<file path="config.mk">
export PLATFORM = sky130hd
export DESIGN_NAME = game_countdown
export DESIGN_NICKNAME = d
export VERILOG_FILES = /design/src/rtl/game_countdown.sv
export SDC_FILE = /design/constraint.sdc
export NUM_CORES = 1
export LEC_CHECK = 0
export ABC_AREA = 1
export BUFFER_PORTS_ARGS = -buffer_cell sky130_fd_sc_hd__buf_2
export CORE_ASPECT_RATIO = 0.6
export CORE_MARGIN = 5
export CORE_UTILIZATION = 53
export DETAILED_ROUTE_END_ITERATION = 8
export PLACE_DENSITY_LB_ADDON = 0.08
export SLEW_MARGIN = 0
export SYNTH_ARGS = -nofsm -noshare
export SYNTH_HDL_FRONTEND = slang
export SYNTH_SLANG_ARGS = --single-unit
export TNS_END_PERCENT = 50
</file>
<file path="constraint.sdc">
create_clock -name clk -period 6.9 [get_ports clk]
set_clock_uncertainty 0.15 [all_clocks]
set_input_delay 1.035 -clock clk [delete_from_list [all_inputs] [get_ports clk]]
set_output_delay 1.035 -clock clk [all_outputs]
set_load 0.05 [all_outputs]
</file>
<file path="src/rtl/game_countdown.sv">
// game_countdown: two-digit BCD game timer with pause, bonus seconds and restart.
// Defining GAME_COUNTDOWN_WARN_EN adds the low_time warning output.
module game_countdown #(
    parameter int START_SECS  = 31,
    parameter int TICK_CYCLES = 100000000,
    parameter int BONUS_SECS  = 5,
    parameter int WARN_SECS   = 5
) (
    input  logic       clk,
    input  logic       rst,
    input  logic       enable,
    input  logic       pause,
    input  logic       restart,
    input  logic       add_time,
    output logic [7:0] time_MSB_ascii,
    output logic [7:0] time_LSB_ascii,
    output logic [6:0] secs_left,
    output logic       tick,
    output logic       timer_done
`ifdef GAME_COUNTDOWN_WARN_EN
    ,
    output logic       low_time
`endif
);
    localparam int PW = TICK_CYCLES > 2 ? $clog2(TICK_CYCLES) : 1;
    localparam logic [PW-1:0] TERM = PW'(TICK_CYCLES - 1);
    localparam logic [3:0] START_T = 4'(START_SECS / 10);
    localparam logic [3:0] START_O = 4'(START_SECS % 10);

    typedef enum logic [1:0] {IDLE, RUNNING, PAUSED, DONE} state_t;

    state_t        state, state_nxt;
    logic [3:0]    tens, ones, tens_nxt, ones_nxt;
    logic [PW-1:0] presc, presc_nxt;
    logic          tick_nxt, dec;
    logic [7:0]    sum;
    logic [6:0]    sat;

    assign secs_left      = 7'(tens) * 7'd10 + 7'(ones);
    assign time_MSB_ascii = 8'h30 + {4'h0, tens};
    assign time_LSB_ascii = 8'h30 + {4'h0, ones};
    assign timer_done     = state == DONE;
    assign dec            = state == RUNNING && presc == TERM;

    // bonus and a coincident decrement are folded into one saturating sum
    always_comb begin
        sum = 8'(secs_left) + (add_time ? 8'(BONUS_SECS) : 8'd0) - {7'd0, dec};
        sat = sum > 8'd99 ? 7'd99 : sum[6:0];
    end

    always_comb begin
        state_nxt = state;
        tens_nxt  = tens;
        ones_nxt  = ones;
        presc_nxt = presc;
        tick_nxt  = 1'b0;
        if (restart) begin
            state_nxt = IDLE;
            tens_nxt  = START_T;
            ones_nxt  = START_O;
            presc_nxt = '0;
        end else begin
            case (state)
                IDLE: state_nxt = enable && !pause ? RUNNING : IDLE;
                RUNNING: begin
                    if (pause) begin
                        state_nxt = PAUSED;
                    end else begin
                        presc_nxt = dec ? '0 : presc + 1'b1;
                        tick_nxt  = dec;
                        if (add_time) begin
                            tens_nxt = 4'(sat / 7'd10);
                            ones_nxt = 4'(sat % 7'd10);
                        end else if (dec) begin
                            ones_nxt = ones == 4'd0 ? 4'd9 : ones - 4'd1;
                            tens_nxt = ones == 4'd0 ? tens - 4'd1 : tens;
                        end
                        if (dec && sat == 7'd0) state_nxt = DONE;
                    end
                end
                PAUSED: begin
                    if (add_time) begin
                        tens_nxt = 4'(sat / 7'd10);
                        ones_nxt = 4'(sat % 7'd10);
                    end
                    if (!pause && enable) state_nxt = RUNNING;
                end
                default: ;
            endcase
        end
    end

    always_ff @(posedge clk) begin
        if (rst) begin
            state <= IDLE;
            tens  <= START_T;
            ones  <= START_O;
            presc <= '0;
            tick  <= 1'b0;
        end else begin
            state <= state_nxt;
            tens  <= tens_nxt;
            ones  <= ones_nxt;
            presc <= presc_nxt;
            tick  <= tick_nxt;
        end
    end

`ifdef GAME_COUNTDOWN_WARN_EN
    assign low_time = (state == RUNNING || state == PAUSED) && secs_left != 7'd0 && secs_left <= 7'(WARN_SECS);
`endif
endmodule
</file>
## Word-level counts from Yosys, hierarchy flattened

Cells that the tools add are included.

- Multiplexer cells: 20
- Reductions and logical operators: 15
- Multiply operators: 1
- Div/mod/pow operators: 2
- Add/subtract/negate cells: 8
- Order comparisons: 1
- Bitwise operators: 2
- Equality and inequality tests: 10

Operator list:

| cell | number |
|---|---|
| $mux W4 | 10 |
| $add A27 B1 Y27 const B | 1 |
| $eq A27 B27 Y1 const B | 1 |
| $mux W27 | 1 |
| $pmux W4 S2 | 2 |
| $add A6 B4 Y7 const A | 2 |
| $add A7 B3 Y8 | 1 |
| $gt A8 B7 Y1 const B | 1 |
| $sub A4 B1 Y4 const B | 2 |
| $sub A8 B1 Y8 | 1 |
| $add A7 B4 Y7 | 1 |
| $div A7 B4 Y7 const B | 1 |
| $logic_not A7 Y1 | 1 |
| $mod A7 B4 Y7 const B | 1 |
| $mux W7 | 1 |
| $mul A4 B3 Y6 const B | 1 |
| $mux W2 | 3 |
| $ne A2 B2 Y1 const B | 3 |
| $ne A3 B2 Y1 const B | 2 |
| $pmux W2 S3 | 1 |
| $reduce_and A5 Y1 | 1 |
| $eq A2 B2 Y1 const B | 2 |
| $logic_not A4 Y1 | 1 |
| $reduce_and A4 Y1 | 1 |
| other kinds (14) | 17 |

- Logic and storage cells: 64
- Bits of input ports: 6
- Output and inout bits: 25
- Flip-flop bits (word level): 38

## Depth between registers and ports, before layout

Gate-level depths: netlist of the first run.

- Depth in word-level cells: 11
- Depth in mapped cells: 47
- Depth with buffers taken out: 47

## Worst setup path before layout of the first run

Ideal clock, no wire load.

- Kind: reg-to-reg
- Start point: register tens[0]
- End point: register ones[1]
- Library setup time: 132 ps
- Stages on the path, launching flop included: 38
- Arrival: 5340 ps
- Clock period less this slack: 5622 ps
- Data required time: 6618 ps
- Path slack: 1278 ps
- Buffers on the path: 0
- Path through: dfxtp_1 ha_1 ha_1 nand2_1 nand2_1 o21bai_1 xor2_1 inv_1 ha_1 nand2_1 nor2_1 nand2_1 nand3_1 nand2_1 nand2_1 nand3_1 nand3b_1 inv_1 (+2 left out) nand3_2 nand2_4 nand2_4 nand2_1 nand3_2 nand2_2 nand3_1 nand2_1 inv_1 ha_1 inv_1 nand3_2 nand2_1 clkinv_1 nand3_1 nand3_1 nand2_1 a21oi_2

- Longest elaborated chain between the ends: 10
- Elaborated cells on any way between the ends: 11
- Classes of those cells: add/sub (3); mul (1); div (1); order compare (1); mux (5)

Ends and longest elaborated chain:

| item | line | RTL |
|---|---|---|
| from (decl) | 33 | `logic [3:0] tens, ones, tens_nxt, ones_nxt;` |
| from (signal assigned) | 102 | `tens <= tens_nxt;` |
| $mul A4 B3 Y6 * | 39 | `assign secs_left = 7'(tens) * 7'd10 + 7'(ones);` |
| $add A7 B4 Y7 * | 39 |  |
| net secs_left[4] | 17 | `output logic [6:0] secs_left,` |
| $add A7 B3 Y8 * | 47 | `sum = 8'(secs_left) + (add_time ? 8'(BONUS_SECS) : 8'd0) - {7'd0, dec};` |
| $sub A8 B1 Y8 * | 47 |  |
| $gt A8 B7 Y1 | 48 | `sat = sum > 8'd99 ? 7'd99 : sum[6:0];` |
| $mux W7 * | 48 |  |
| $mod A7 B4 Y7 * | 73, 84 |  |
| $mux W4 | 71 | `if (add_time) begin` |
| $mux W4 | 66 | `if (pause) begin` |
| $pmux W4 S2 * | 63 | `case (state)` |
| to (signal assigned) | 103 | `ones <= ones_nxt;` |
| to (decl) | 33 |  |

The timed path passes the listed nets; every way through them passes the cells marked *. The select of a mux whose other input is x is not followed.
A chain may end at the register's enable or synchronous reset.

## Worst setup path in the final report of the first run

- Start point: register presc[0]
- End point: register tens[0]

- Longest elaborated chain between the ends: 9
- Elaborated cells on any way between the ends: 12
- Classes of those cells: add/sub (1); div (1); order compare (1); eq/ne (2); mux (5); reduce/logical (2)

Ends and longest elaborated chain:

| item | line | RTL |
|---|---|---|
| from (decl) | 34 | `logic [PW-1:0] presc, presc_nxt;` |
| from (signal assigned) | 104 | `presc <= presc_nxt;` |
| $eq A27 B27 Y1 * | 43 | `assign dec = state == RUNNING && presc == TERM;` |
| $logic_and A1 B1 Y1 * | 43 |  |
| net dec | 35 | `logic tick_nxt, dec;` |
| $sub A8 B1 Y8 | 47 |  |
| $gt A8 B7 Y1 | 48 |  |
| $mux W7 | 48 |  |
| $div A7 B4 Y7 | 72, 83 |  |
| $mux W4 | 71 |  |
| $mux W4 | 66 |  |
| $pmux W4 S2 | 63 |  |

Marks and branches as above.

==> results of run 1 <==
[logic make-up (layout without fill, tap and decap cells)]
logic type      Yosys count  after routing
other cells               2              8
xor+xnor                 14             14
fa+ha+maj                27             27
buf+inv                 106            124
compound gates           66             66
flops                    38             38
simple gates            250            250
[per-stage QoR]
stage / hold WS, ns / util [%]
final: 0.3312 / 57.82
after global routing: 0.3593 / 57.82
after CTS: 0.3309 / 57.82
after detailed placement: 0.3192 / 56.25
after global placement: 0.3084 / 56.25
after floorplan: 0.2928 / -
[report_power, final]
group | internal [mW] | switching, mW
clock network | 0.0805 | 0.0909
registers | 0.220 | 0.00158
logic | 0.143 | 0.322
total | 0.444 | 0.414
[cell type report]
class | instances | area (µm²) | area share (%)
inverter | 94 | 355.3 | 10.19
sequential | 38 | 760.7 | 21.82
timing repair buffer | 22 | 110.1 | 3.159
clock buffer | 6 | 82.58 | 2.369
tap | 84 | 105.1 | 3.015
multi-input combinational | 365 | 2059 | 59.08
clock inverter | 2 | 12.51 | 0.3589
[synthesized netlist by cell type, drive strengths merged (2+ instances only)]
| library cell | number | share of area (%) |
|---|---|---|
| or2 | 3 | 0.58 |
| xor2 | 9 | 2.4 |
| nand3b | 4 | 0.93 |
| a21oi | 29 | 5.0 |
| dfxtp | 38 | 24 |
| nor4 | 5 | 0.97 |
| ha | 24 | 9.3 |
| o22ai | 2 | 0.39 |
| o31ai | 2 | 0.46 |
| a211oi | 3 | 0.70 |
| clkbuf | 2 | 0.23 |
| nor2 | 61 | 7.2 |
| nand4 | 17 | 3.3 |
| nor3 | 16 | 2.5 |
| nand3 | 41 | 6.8 |
| o211ai | 5 | 1.2 |
| xnor2 | 5 | 1.4 |
| buf | 10 | 2.2 |
| conb | 2 | 0.23 |
| o21ai | 20 | 3.1 |
| fa | 3 | 1.9 |
| inv | 93 | 11 |
| nand2 | 103 | 14 |
[flip-flops by register name, summed over array words and instances (netlist names)]
signal,flops
ones,4
presc,27
state,2
tens,4
tick,1
[worst paths after layout]
| kind | startpoint | endpoint | slack [ns] | depth (start not counted) |
|---|---|---|---|---|
| max | presc[0] | tens[0] | 1.20 | 40 |
| min | presc[26] | presc[26] | 0.33 | 1 |
| max reg2reg | presc[0] | tens[0] | 1.20 | 40 |
| min reg2reg | presc[26] | presc[26] | 0.33 | 1 |
[per-layer routing]
metal	track usage [%]	vias up
met3	6.840	6
met2	24.06	131
met5	0	-
met4	4.508	0
li1	-	1662
met1	39.95	1395
[worst reg2reg max path, delay by kind of cell, from the launching register on]
family / cells / cell delay [ns]
simple gates: 22 / 2.51
fa+ha+maj: 6 / 1.43
buf+inv: 10 / 0.81
flops: 1 / 0.38
compound gates: 2 / 0.28
==> metrics.md, run 1 <==
| Metric | Value |
|---|---|
| Outcome | finished, final reports clean |
| Synth cell types | 38 |
| Drc violations | 0 |
| Synth Area in Adders | ~11% |
| Post-synthesis cell area | 3232 µm² |
| Kind of critical path | reg -> reg |
| Max Slew Vio Count | 0 |
| Async set or reset register ratio after synthesis | 0% |
| Initial Utilization | roughly 54% |
| DR iter-0 viols | just under 300 |
| Total grt overflow | 0 |
| Worst min-delay path category | reg -> reg |
| Compound-gate portion of the synthesized area | between 10% and 20% |
| Die Y | roughly 70 µm |
| Synth Instances | 503 |
| Met1 WL | between 4000 and 5000 µm |
| PwrDens | 246.2 nW/µm² |
| ANT nets after route | 0 |
| Multiplexer share of the synthesized area | 0% |
| Final hold viol count | 0 |
| Unrepaired setup endpoints after global routing | no |
| Pleak | 1.555 nW |
| Area Overhead vs Synth | 7.859% |
| WL/cell | between 10 and 15 µm |
| Clock slew at reported path FFs | 0.08 ns |
| Diodes inserted | 0 |
| Synth Area in Simple Gates | 35.81% |
| Main combinational cell family by area after synthesis | simple AND/OR/NAND/NOR gates |
| Cts bufs inserted | 5 |
| Routability cong. | 0.9103 |
| TritonCTS Sinks | 38 |
| Most used DFF post-synth | dfxtp_1 |
| Met2 wire length | 2802 µm |
| Crit start category | flip-flop |
| # rows | 22 |
| First-pass GRT wire length | between 10,000 and 15,000 µm |
| #FFs+latches synth | 38 |
| Number of synthesized flops with an enable pin | 0 |
| Setup Fix Bufs, Post-CTS | 0 |
| Max-slew headroom | a little under half |
| Core area | roughly 6000 µm² |
| Layout cells sized above 1 | between 10 and 15% |
| Wire length on met3 | around 1000 µm |
| Final nets | 559 |
| Initial antenna violation count | 0 |
| Die W | roughly 110 µm |
| Post-synthesis xor/xnor area fraction | 3.794% |
| Worst Setup End Kind | flip-flop |
| Fin Setup TNS | 0 ns |
| WL final | roughly 9000 µm |
| Max VDD drop | approximately 0.28 mV |
| GR Util All Layers | a little under a quarter |
| Worst path max stage delay | ~0.40 ns |
| CTS tree | done |
| Most frequent cells in the layout | 90 x inv_1, 90 x nand2_1, 60 x nor2_1 |
| Seq/Total Area, Yosys | 23.54% |
| Ys Warns | 0 |
| DP Area | ~3400 µm² |
| Vias per cell | 5.227 |
| Port Buffers | 22 |
| IO Count | 31 |
| DP Worst Slack | between 1 and 1.5 ns |
| DP Wirelength | ~7000 µm |
| Via count | roughly 3,200 |
| Most used cell, CP | inv_1 |
| Worst setup margin | approximately 1.2 ns |
| Worst EP arrival | ~5.7 ns |
| CP top delay family | simple AND/OR/NAND/NOR gates |
| # H-tree levels | 2 |
| Uppermost layer routed | met4 |
| Peak Freq | around 180 MHz |
| Fin cells | roughly 610 |
| Number of setup violations in the final report | 0 |
| Hold Buf Count CTS | 0 |
| Overall power | 0.8581 mW |
| Max cap viols | 0 |
| Least-Margin Pin Slew | around 0.8 ns |
| Fillers | 612 |
| Slowest-stage cell, CP | fa_1 |
| Critical Path RT | around 6.9 ns |
| Min Tclk post-route | approximately 5.7 ns |
| Die area | 7810 µm² |
| Root buf cell | clkbuf_8 |
| Vias in the first global route | approximately 2,700 |
| Post-CTS Resized | 0 |
| Clk_lat worst skew | between 0.3 and 0.4 ns |
| Largest net degree at the start of global routing | 17 |
| Peak fanout along the critical path | 5 |
| Post-route cell area | about 3500 µm² |
| CTS max path bufs | 2 |
| Post-Syn Area per Cell | roughly 6.4 µm² |
| Placed Cells | 603 |
| 1st-pass router iterations | 5 |
| Final Cycle Share | 82.65% |
| Buf/Inv on CP | 10 |
Note: power is estimated with default switching activity, not from simulation.
==> inputs of run 2 (changes only) <==
==> constraint.sdc (replaced) <==
create_clock -name clk -period 5.4 [get_ports clk]
set_clock_uncertainty 0.15 [all_clocks]
set_input_delay 0.81 -clock clk [delete_from_list [all_inputs] [get_ports clk]]
set_output_delay 0.81 -clock clk [all_outputs]
set_load 0.05 [all_outputs]
==> metrics.md, run 2 (synthesis gave the netlist of run 1 again) <==
| Metric | Value |
|---|---|
| Worst Setup End Kind | flip-flop |
| Max VDD drop | 0.4216 mV |
| Pleak | between 1.5 and 2 nW |
| Clock slew at reported path FFs | approximately 0.080 ns |
| Total grt overflow | 0 |
| Placed Cells | about 600 |
| Routability cong. | 0.9393 |
| IO Count | 31 |
| Total net switching power | between 0.6 and 0.7 mW |
| WL final | approximately 10,000 µm |
| Vias in the first global route | around 3,100 |
| Combinational Power Share | 60.4% |
| Most common cell after layout, fill and taps aside | inv_1 |
| Initial Utilization | approximately 54% |
| Vias per cell | between 5 and 6 |
| # rows | 22 |
| Die area | just under 8000 µm² |
| Internal | approximately 0.70 mW |
| ANT nets after route | 0 |
| Die Y | 70.49 µm |
| TritonCTS Sinks | 38 |
| Fin Setup TNS | 0 ns |
| Initial antenna violation count | 0 |
| Slowest-stage cell, CP | fa_2 |
| Seq pwr share | a little over a fifth |
| Crit start category | flip-flop |
| Worst EP arrival | roughly 5.3 ns |
| First-pass GRT wire length | roughly 16,000 µm |
| Least-Margin Pin Slew | ~0.73 ns |
| Root buf cell | clkbuf_8 |
| Die W | around 110 µm |
| Port Buffers | 22 |
| Worst reg2reg path depth | between 40 and 50 |
| Max cap viols | 0 |
| Biggest register | presc |
| Kind of critical path | reg -> reg |
| Max-slew headroom | 50.87% |
| CP top delay family | simple AND/OR/NAND/NOR gates |
| Via count | ~3,700 |
| Most used cell, CP | nand2_4 |
| Max Slew Vio Count | 0 |
| WL/cell | 15.53 µm |
| Worst min-delay path category | reg -> reg |
| Worst path max stage delay | around 0.39 ns |
| Area Overhead vs Synth | 27.02% |
| Max reg flops | 27 |
| Largest regs | presc: 27 flops, ones: 4 flops, tens: 4 flops |
| Clk pwr share | between 10% and 20% |
| Peak fanout along the critical path | 5 |
| R2R Path Start | presc[1] |
| Hold Path Depth | 1 |
| PwrDens | between 300 and 400 nW/µm² |
| DR iter-0 viols | 520 |
| Switch share | around 47% |
| R2R setup slack | approximately 0.16 ns |
| Outcome | finished, final reports clean |
| Drc violations | 0 |
| Clk_lat worst skew | 0.29 ns |
| Hold Buf Count CTS | 0 |
| Core area | between 6000 and 7000 µm² |
| CTS max path bufs | 2 |
| Number of setup violations in the final report | 0 |
| Buf/Inv on CP | 10 |
| DP Wirelength | ~7100 µm |
| GR Util All Layers | around 25% |
| Min Tclk post-route | approximately 5.2 ns |
| Hold Startpoint | presc[26] |
| Most frequent cells in the layout | 83 x inv_1, 77 x nand2_1, 56 x nor2_1 |
| Min-Delay Endpoint | presc[26] |
| # H-tree levels | 2 |
| R2r endpoint | ones[2] |
| Final Cycle Share | between 90% and 100% |
| Cts bufs inserted | 5 |
| Critical Path RT | 5.41 ns |
| Final nets | between 600 and 700 |
| Final hold viol count | 0 |
| Fin cells | approximately 660 |
| 1st-pass router iterations | 6 |
| CTS tree | done |
| Diodes inserted | 0 |
| Layout cells sized above 1 | between 20% and 30% |
| Final core utilization | about 70% |
| Largest net degree at the start of global routing | 17 |
| Unrepaired setup endpoints after global routing | yes |
| Peak Freq | ~190 MHz |
[run 2: metal layers]
layer	routed length, µm	track usage [%]
met4	261	6.557
met5	0	0
met1	4760	38.66
met3	1207	5.801
met2	3958	34.14
[run 2: power groups by stage]
stage | combinational, mW | sequential, mW | clock, mW
6_report | 0.796 | 0.282 | 0.241
5_1_grt | 0.867 | 0.282 | 0.257
4_1_cts | 0.598 | 0.283 | 0.241
3_5_place_dp | 0.584 | 0.290 | 0
3_3_place_gp | 0.569 | 0.290 | 0
2_1_floorplan | 0.465 | 0.292 | 0
[run 2: final cells by class]
type                    count  area, µm²
clock buffers               7      76.32
repair buffers             67      451.7
multi-input cells         365       2315
inverters                  94      355.3
well taps                  84      105.1
clock inverters             1      30.03
flip-flops and latches     38      772.0
fillers                   517       1923
[run 2: worst max-delay path by stage]
stage	startpoint	end	slack (ns)	cells after the start
floorplan	tens[0]	ones[1]	0.05	37
global placement	presc[0]	ones[2]	-0.03	44
detailed placement	presc[0]	ones[2]	-0.30	44
CTS	presc[1]	ones[2]	0.01	44
global route	presc[1]	ones[1]	-0.14	44
finish	presc[1]	ones[2]	0.16	44
[run 2: metrics by stage]
step	hold WS [ns]	setup slack [ns]	power [mW]	area (µm²)
after floorplan	0.2928	0.05069	0.7578	3269
after global placement	0.3103	-0.02703	0.8585	3436
after detailed placement	0.3204	-0.2951	0.8742	3436
after CTS	0.3389	0.01482	1.123	3821
after global routing	0.3617	-0.1395	1.406	4105
final	0.3434	0.1605	1.318	4105
[run 2: what timing repair did]
item	in CTS	in global routing
setup endpoints to repair	4	5
setup buffers	33	10
pin swaps	3	25
resized for setup	11	57
[run 2: worst register-to-register path, delay by kind of cell, from the launching register on]
family / cells / cell delay (ns)
flip-flops: 1 / 0.38
AND/OR/NAND/NOR: 27 / 2.60
buffers and inverters: 10 / 0.66
adder cells (fa/ha/maj): 6 / 1.27
AO/OA/AOI/OAI: 1 / 0.05
==> inputs of run 3 (changes only) <==
==> constraint.sdc (replaced) <==
create_clock -name clk -period 5.8 [get_ports clk]
set_clock_uncertainty 0.15 [all_clocks]
set_input_delay 0.87 -clock clk [delete_from_list [all_inputs] [get_ports clk]]
set_output_delay 0.87 -clock clk [all_outputs]
set_load 0.05 [all_outputs]
==> metrics.md, run 3 (synthesis gave the netlist of run 1 again) <==
| Metric | Value |
|---|---|
| DP Wirelength | 6966 µm |
| Number of setup violations in the final report | 0 |
| CTS max path bufs | 2 |
| Clock slew at reported path FFs | about 0.080 ns |
| Initial antenna violation count | 0 |
| Fillers | roughly 570 |
| CTS tree | done |
| Via count | ~3,300 |
| Die W | between 100 and 150 µm |
| Most used cell, CP | inv_1 |
| Register area | 764.5 µm² |
| Initial Utilization | 53.61% |
| Die area | slightly below 8000 µm² |
| WL final | about 8800 µm |
| Area Overhead vs Synth | 10.84% |
| Routability cong. | between 0.9 and 1 |
| Slowest-stage cell, CP | dfxtp_2 |
| IO Count | 31 |
| DR iter-0 viols | 331 |
| Min Tclk post-route | between 5 and 6 ns |
| Vias per cell | 5.356 |
| Root buf cell | clkbuf_8 |
| 1st-pass router iterations | 5 |
| First-pass GRT wire length | ~14,000 µm |
| Biggest register | presc |
| Outcome | finished, final reports clean |
| Least-Margin Pin Slew | ~0.77 ns |
| Die Y | 70.49 µm |
| Largest regs | presc: 27 flops, ones: 4 flops, tens: 4 flops |
| Kind of critical path | reg -> reg |
| ANT nets after route | 0 |
| CP top delay family | simple AND/OR/NAND/NOR gates |
| Cts bufs inserted | 5 |
| Area of the multi-input gates | between 2000 and 2500 µm² |
| WL/cell | around 14 µm |
| Drc violations | 0 |
| Diodes inserted | 0 |
| Most frequent cells in the layout | 89 x inv_1, 89 x nand2_1, 56 x nor2_1 |
| Worst min-delay path category | reg -> reg |
| Fin cells | 615 |
| TritonCTS Sinks | 38 |
| Peak fanout along the critical path | 5 |
| Critical Path RT | slightly below 6 ns |
| Final nets | approximately 560 |
| Placed Cells | 603 |
| Largest net degree at the start of global routing | 17 |
| GR Util All Layers | a little over a fifth |
| Peak Freq | roughly 190 MHz |
| Worst EP arrival | around 5.4 ns |
| Worst Setup End Kind | flip-flop |
| Max Slew Vio Count | 0 |
| Final Cycle Share | approximately 92% |
| DP Worst Slack | 0.1796 ns |
| Final hold viol count | 0 |
| Clk_lat worst skew | approximately 0.30 ns |
| Vias in the first global route | between 2,000 and 3,000 |
| Port Buffers | 22 |
| Layout cells sized above 1 | between 10% and 20% |
| Worst path max stage delay | 0.36 ns |
| Crit start category | flip-flop |
| Buf/Inv on CP | 11 |
| Max cap viols | 0 |
| Max reg flops | 27 |
| Total grt overflow | 0 |
| PwrDens | between 200 and 300 nW/µm² |
| Overall power | ~1.0 mW |
| # H-tree levels | 2 |
| Max-slew headroom | around half |
| Max VDD drop | about 0.31 mV |
| Worst setup margin | 0.4446 ns |
| Hold Buf Count CTS | 0 |
| Pleak | ~1.6 nW |
| Core area | roughly 6000 µm² |
| # rows | 22 |
==> run 3: metal layers <==
layer  vias to the layer above  wire, µm  global-route usage [%]
li1                       1683         -                       -
met1                      1435      4709                   38.87
met2                       168      2929                   23.79
met3                         8      1087                   6.407
met4                         0        41                   2.732
met5                         -         0                       0
==> run 3: what timing repair did <==
action,CTS,global route
buffers inserted,0,4
setup endpoints to repair,0,4
gates resized for setup,0,21
==> run 3: path summary, 6_finish.rpt <==
kind	end	slack, ns	startpoint	cells past startpoint
worst max-delay path	ones[1]	0.44	presc[0]	42
worst min-delay path	presc[0]	0.32	presc[0]	1
worst max register to register	ones[1]	0.44	presc[0]	42
worst min register to register	presc[0]	0.32	presc[0]	1
==> run 3: per-stage QoR <==
step	util (%)	TNS, ns	hold slack [ns]	area (µm²)
finish	59.42	0	0.3176	3582
global route	59.42	-0.03035	0.3447	3582
CTS	57.82	0	0.3298	3486
detailed placement	56.25	0	0.3178	3391
global placement	56.25	0	0.3084	3391
floorplan	-	0	0.2928	3254
==> run 3: cell type report <==
| cell class | count | area share, % |
|---|---|---|
| Multi-Input combinational cell | 365 | 59.24 |
| Clock buffer | 6 | 2.305 |
| Tap cell | 84 | 2.934 |
| Timing Repair Buffer | 26 | 3.912 |
| Inverter | 94 | 9.920 |
| Clock inverter | 2 | 0.3493 |
| Sequential cell | 38 | 21.34 |
==> run 3: report_power, final <==
| group | internal [mW] | leakage (nW) | total, mW | switching, mW |
|---|---|---|---|---|
| logic | 0.183 | 1.24 | 0.574 | 0.391 |
| registers | 0.262 | 0.308 | 0.264 | 0.00190 |
| clock network | 0.0957 | 0.0472 | 0.200 | 0.104 |
| total | 0.541 | 1.59 | 1.04 | 0.497 |
